### config.mk
export PLATFORM = sky130hd
export DESIGN_NAME = spi_transaction_sequencer
export DESIGN_NICKNAME = d
export VERILOG_FILES = /design/src/rtl/spi_transaction_sequencer.sv
export SDC_FILE = /design/constraint.sdc
export NUM_CORES = 1
export LEC_CHECK = 0
export CAP_MARGIN = 10
export CELL_PAD_IN_SITES_DETAIL_PLACEMENT = 0
export CELL_PAD_IN_SITES_GLOBAL_PLACEMENT = 2
export CORE_ASPECT_RATIO = 0.6
export CORE_MARGIN = 2
export CORE_UTILIZATION = 27
export DETAILED_ROUTE_END_ITERATION = 6
export GPL_TIMING_DRIVEN = 0
export HOLD_SLACK_MARGIN = 0.06
export PLACE_DENSITY = 0.74
export SETUP_SLACK_MARGIN = 0.3
export SLEW_MARGIN = 20
export SYNTH_ARGS = -nofsm -noshare
export SYNTH_HDL_FRONTEND = slang
export SYNTH_SLANG_ARGS = --single-unit
### constraint.sdc
create_clock -name clk -period 4.3 [get_ports clk]
set_clock_uncertainty 0.1 [all_clocks]
set_input_delay 1.075 -clock clk [delete_from_list [all_inputs] [get_ports clk]]
set_output_delay 1.075 -clock clk [all_outputs]
set_load 0.01 [all_outputs]
### src/rtl/spi_transaction_sequencer.sv
// SPI slave transaction sequencer: address byte, then read or write data byte(s), Moore-decoded enables.
// Optional SPI_BURST_EN macro enables multi-byte bursts with address auto-increment.
module spi_transaction_sequencer #(
    parameter int unsigned BYTE_BITS = 8
) (
    input  logic clk,
    input  logic reset,
    input  logic sClkPosEdge,
    input  logic sClkNegEdge,
    input  logic chipSelectConditioned,
    input  logic readWriteEnable,
    output logic addressWriteEnable,
    output logic SRWriteEnable,
    output logic misoBufferEnable,
    output logic DMWriteEnable,
    output logic addressIncrement,
    output logic busy
);

    localparam int unsigned CNT_W = 4;
    localparam logic [CNT_W-1:0] LAST_EDGE = CNT_W'(BYTE_BITS - 1);

    typedef enum logic [3:0] {
        IDLE,
        GET_ADDR,
        GOT_ADDR,
        READ_LOAD,
        READ_SHIFT,
        WRITE_SHIFT,
        WRITE_COMMIT,
        DONE,
        BURST_NEXT
    } stateType;

    stateType         state, stateNext;
    logic [CNT_W-1:0] edgeCount, edgeCountNext;
    logic             countEdge;
    logic             addressWriteEnableNext;
    logic             SRWriteEnableNext;
    logic             misoBufferEnableNext;
    logic             DMWriteEnableNext;
    logic             busyNext;

`ifdef SPI_BURST_EN
    logic isRead;
    logic addressIncrementNext;
`endif

    // State, edge counter and output registers
    always_ff @(posedge clk or posedge reset) begin
        if (reset) begin
            state              <= IDLE;
            edgeCount          <= '0;
            addressWriteEnable <= 1'b0;
            SRWriteEnable      <= 1'b0;
            misoBufferEnable   <= 1'b0;
            DMWriteEnable      <= 1'b0;
            busy               <= 1'b0;
        end else begin
            state              <= stateNext;
            edgeCount          <= edgeCountNext;
            addressWriteEnable <= addressWriteEnableNext;
            SRWriteEnable      <= SRWriteEnableNext;
            misoBufferEnable   <= misoBufferEnableNext;
            DMWriteEnable      <= DMWriteEnableNext;
            busy               <= busyNext;
        end
    end

    // Next state, counter and Moore decode of the state being entered
    always_comb begin
        stateNext = state;
        countEdge = 1'b0;

        case (state)
            IDLE: begin
                if (!chipSelectConditioned) stateNext = GET_ADDR;
            end
            GET_ADDR: begin
                countEdge = sClkPosEdge;
                if (countEdge && (edgeCount == LAST_EDGE)) stateNext = GOT_ADDR;
            end
            GOT_ADDR: begin
                stateNext = readWriteEnable ? READ_LOAD : WRITE_SHIFT;
            end
            READ_LOAD: begin
                stateNext = READ_SHIFT;
            end
            READ_SHIFT: begin
                countEdge = sClkNegEdge;
                if (countEdge && (edgeCount == LAST_EDGE)) begin
`ifdef SPI_BURST_EN
                    stateNext = BURST_NEXT;
`else
                    stateNext = DONE;
`endif
                end
            end
            WRITE_SHIFT: begin
                countEdge = sClkPosEdge;
                if (countEdge && (edgeCount == LAST_EDGE)) stateNext = WRITE_COMMIT;
            end
            WRITE_COMMIT: begin
`ifdef SPI_BURST_EN
                stateNext = BURST_NEXT;
`else
                stateNext = DONE;
`endif
            end
            DONE: begin
                stateNext = DONE;
            end
            BURST_NEXT: begin
`ifdef SPI_BURST_EN
                stateNext = isRead ? READ_LOAD : WRITE_SHIFT;
`else
                stateNext = IDLE;
`endif
            end
            default: begin
                stateNext = IDLE;
            end
        endcase

        // Chip-select release ends any transaction, including a write still shifting
        if ((state != IDLE) && chipSelectConditioned) stateNext = IDLE;

        edgeCountNext = (stateNext != state) ? '0 : edgeCount + CNT_W'(countEdge);

        addressWriteEnableNext = (stateNext == GOT_ADDR);
        SRWriteEnableNext      = (stateNext == READ_LOAD);
        misoBufferEnableNext   = (stateNext == READ_SHIFT);
        DMWriteEnableNext      = (stateNext == WRITE_COMMIT);
        busyNext               = (stateNext != IDLE);
`ifdef SPI_BURST_EN
        addressIncrementNext   = (stateNext == BURST_NEXT);
`endif
    end

`ifdef SPI_BURST_EN
    // Direction is remembered so each burst byte re-enters the right data path
    always_ff @(posedge clk or posedge reset) begin
        if (reset) begin
            isRead           <= 1'b0;
            addressIncrement <= 1'b0;
        end else begin
            if (state == GOT_ADDR) isRead <= readWriteEnable;
            addressIncrement <= addressIncrementNext;
        end
    end
`else
    assign addressIncrement = 1'b0;
`endif

endmodule

# Word-level counts from Yosys, hierarchy flattened
# Cells that the tools add are included.
# word_totals
wordCells	38
output_inout_bits	6
input_bits	6
regBits	13
# classes
n_reduce_logical	8
n_addsub	1
n_mux	9
n_eq_ne	13
# op_table
cell	n
$eq 4x3->1 const B	7
$pmux 4 s7	1
$mux 4	6
$eq 4x2->1 const B	4
$reduce_bool 4->1	2
$add 4x1->4	1
$eq 4x1->1 const B	1
$logic_not 4->1	1
$ne 4x4->1	1
$reduce_or 2->1	2
$logic_and 1x1->1	3
$mux 3	1
$pmux 1 s2	1

# Logic depth before layout (Yosys ltp)
# depth
word_depth	7
mapped_depth	8
ltp_nobuf	7

# Worst setup path after synthesis
# OpenSTA, ideal clock, no wires.
# synth_path
path_type	input port to flip-flop
start	in chipSelectConditioned
end	reg addressWriteEnable
arrival_ps	2020
setup_time_ps	95
t_required_ps	4105
path_slack_ps	2085
n_path_buf	1
path_stages	5
path_cell_list	clkbuf_1 -> nor2_1 -> o221a_2 -> a311oi_2 -> nor4b_2
# synth_via
elab_chain_len	4
elab_cells_between_ends	5
cone_classes	eq/ne: 1; mux: 3; reduce/logical: 1
# synth_lines
element	line_no	text
start: declaration	10	input logic chipSelectConditioned,
$mux 4	77	if (!chipSelectConditioned) stateNext = GET_ADDR;
$pmux 4 s7	75	case (state)
$mux 4 *	126	if ((state != IDLE) && chipSelectConditioned) stateNext = IDLE;
$eq 4x2->1 *	130	addressWriteEnableNext = (stateNext == GOT_ADDR);
net addressWriteEnableNext	38	logic addressWriteEnableNext;
end signal: assignment	62	addressWriteEnable <= addressWriteEnableNext;
end: declaration	12	output logic addressWriteEnable,
# Mark *: on every way through the listed nets, which the timed path passes. The rest lies on a longest branch.

# Worst setup path in the final report
# layout_path
start	in sClkNegEdge
end	reg edgeCount[1]
# layout_via
elab_chain_len	6
elab_cells_between_ends	8
cone_classes	add/sub: 1; eq/ne: 1; mux: 5; reduce/logical: 1
# layout_lines
element	line_no	text
start: declaration	9	input logic sClkNegEdge,
$logic_and 1x1->1	91	if (countEdge && (edgeCount == LAST_EDGE)) begin
$mux 4	91	
$pmux 4 s7	75	
$mux 4	126	
$ne 4x4->1	128	edgeCountNext = (stateNext != state) ? '0 : edgeCount + CNT_W'(countEdge);
$mux 4 *	128	
net edgeCountNext[1]	36	logic [CNT_W-1:0] edgeCount, edgeCountNext;
end signal: assignment	61	edgeCount <= edgeCountNext;
end: declaration	36	
# Marked as above.

==> flow_summary.toml <==
[outcome]
status = "complete, no violations"

[power]
total_power_w = 0.0002507
p_per_area_mw_per_mm2 = 290.4
p_leak_nw = 0.3813
vdd_ir_drop_max_mv = 0.1506

[global_route]
grt_pass1_vias = 468
overflow = 0
grt_use_total_pct = 11.12
grt_max_degree = 14
grt_first_pass_wirelength_um = 2332
antenna_found_initial = 0

[finish]
drive_gt1_share_pct = 13.25
multi_input_area_sq_um = 315.3
diodes = 0
layout_common_cells = "dfrtp_1 (13), clkdlybuf4s50_1 (9), nand2_1 (7), nor2_1 (7)"
layout_commonest_cell = "dfrtp_1"
seq_area_sq_um = 325.3
final_core_util_pct = 35.20
syn2layout_area_growth_pct = 26.14
finalNetCount = 92
num-fill-cells = 248

[clock_tree]
cts_tree = "built"
clkLatencyLatePin_ns = 0.24
post_cts_resized = 0
numCtsBuffers = 3
cts_setup_buffers = 0
htree_levels = 1
ctsHoldBuffers = 0
clock_sinks = 13
clockBufferDepth = 2
cts-root-buf = "clkbuf_8"
path_clk_slew_ns = 0.05

[placed_design]
port_buffers = 9
dp_hpwl_um = 1009
finalWeightedCongestion = 0.8494
place_ws_ns = 1.485

[yosys]
synth_mux_area_share_pct = 0
synth_edf_count = 0
netlist.area_leader.share_pct = 47.53
synthSimpleGateAreaFrac_pct = 25.23
synthDistinctLibCells = 32
async_flop_share_pct = 100.0
avgSynthCellArea_sq_um = 9.919
seq_area_frac_synth_pct = 47.53
synthAdderAreaFrac_pct = 3.656
synth_warnings = 0
synth_compound_area_share_pct = 12.25
synth-xor-area-share_pct = 3.839
synth_top_family_by_area = "simple AND/OR/NAND/NOR gates"
synth.area.top_cells = "dfrtp_1 (48%), nand2_1 (3.8%), nor2_1 (3.8%)"
yosys.area.top_type = "dfrtp_1"
ys_ff_latch = 13
netlist_area_sq_um = 684.4
synthCells = 69
dominantRegCellSynth = "dfrtp_1"

[die]
die_height_um = 43
io_pins = 12
rows = 14
core_area_sq_mm = 0.002452
initial_utilization_pct = 27.91
die_x_um = 69.00
die_area_sq_mm = 0.002967

[route]
route.detailed.drc = 0
post_drt_wl_per_cell_um = 11.77
dr_total_vias = 528
drtPass1Iterations = 4
drt_iter0_markers = 21
ant_nets = 0
drt-vias-per-instance = 4.591
routed_wl_um = 1353

[worst_setup_path]
crit_chain = "clkdlybuf4s50_1, nand2_1, o21ai_1, and2_1, ha_1, ha_1, nor2b_1"
crit_buf_inv = 1
worstSetupStartpoint = "sClkNegEdge"
r2r_start = "state[1]"
critical_path.top_delay_family = "buffers and inverters"
start_kind = "input port"
crit_top_cell = "ha_1"
reg2reg_to = "edgeCount[1]"
worstPathArrival_ns = 2.57
rrSetupSlack_ns = 2.48
worst_setup_path_endpoint = "edgeCount[1]"
critical_path_class = "input port to flop"
worst-path-stages = 7
crit_path_end_kind = "flop"
max_stage_delay_ns = 0.49
cp_max_fo = 3
ff2ff_path_depth = 6
cpMaxStageDelayCell = "clkdlybuf4s50_1"
worst_ep_required_time_ns = 4.31

[sta]
final_max_slew_viol_count = 0
fin_crit_sh_pct = 59.53
setup_viol = 0
timing.hold.ws_ns = 0.4502
fin_setup_tns_ns = 0
hold_viol = 0
setup_ws_ns = 1.740
rsz0062_at_grt = "false"
min_period_ns = 2.560
fmax_mhz = 390.6

[job]
cap_violations = 0

[worst_hold_path]
hold_path.class = "flop to flop"
[per-stage QoR]
step                      cell area, sq um  cells
after floorplan                      688.2     70
after global placement               818.3    111
after detailed placement             818.3    111
after CTS                            863.3    115
after global routing                 863.3    115
final                                863.3    115
[report_power, final]
| group | switching, W | total (W) | internal (W) |
|---|---|---|---|
| registers | 0.00000111 | 0.000125 | 0.000124 |
| clock network | 0.0000380 | 0.000103 | 0.0000650 |
| logic | 0.0000131 | 0.0000224 | 0.00000933 |
[Yosys cell counts, types with 2 or more instances]
library cell and n:
a32oi_1 3, and2_1 2, and4b_1 2, buf_2 2
clkbuf_1 2, dfrtp_1 13, ha_1 2, nand2_1 7
nand3_1 2, nor2_1 7, nor2b_1 3, nor3_1 3
xor2_1 2
[flip-flops by register name, indices dropped and copies added, names as in the netlist]
name	flops
DMWriteEnable	1
addressWriteEnable	1
busy	1
misoBufferEnable	1
state	4
SRWriteEnable	1
edgeCount	4
[layer usage]
| layer | track usage (%) | share of wire, % |
|---|---|---|
| met1 | 17.11 | 54 |
| met2 | 12.88 | 37 |
| met3 | 6.366 | 8.9 |
| met4 | 2.353 | 0 |
| met5 | 0 | 0 |
[tightest hold or removal path, stage by stage, from the launching register on]
cell     delay, ns
dfrtp_1       0.35
xor2_1        0.07
nor2_1        0.09
[worst min path at each step]
stage / to / startpoint / cells past startpoint / slack, ns
after floorplan: edgeCount[3] / edgeCount[3] / 2 / 0.40
after detailed placement: edgeCount[3] / edgeCount[3] / 2 / 0.44
final: edgeCount[3] / edgeCount[3] / 2 / 0.45
after global routing: edgeCount[3] / edgeCount[3] / 2 / 0.51
after global placement: edgeCount[3] / edgeCount[3] / 2 / 0.42
after CTS: edgeCount[3] / edgeCount[3] / 2 / 0.46
[cell families (layout without fill, tap and decap cells)]
family / after synthesis / in the layout
other cells: 1 / 2
compound gates: 10 / 10
fa+ha+maj: 2 / 2
buf+inv: 9 / 22
simple gates: 31 / 31
flops: 13 / 13
xor+xnor: 3 / 3
[layout make-up]
cell class / count / area share, %
Buffer: 6 / 4.203
Multi-Input combinational cell: 48 / 36.52
Clock buffer: 4 / 5.217
Sequential cell: 13 / 37.68
Tap cell: 32 / 4.638
Timing Repair Buffer: 9 / 10.43
Inverter: 3 / 1.304
Note: power is estimated with default switching activity, not from simulation.
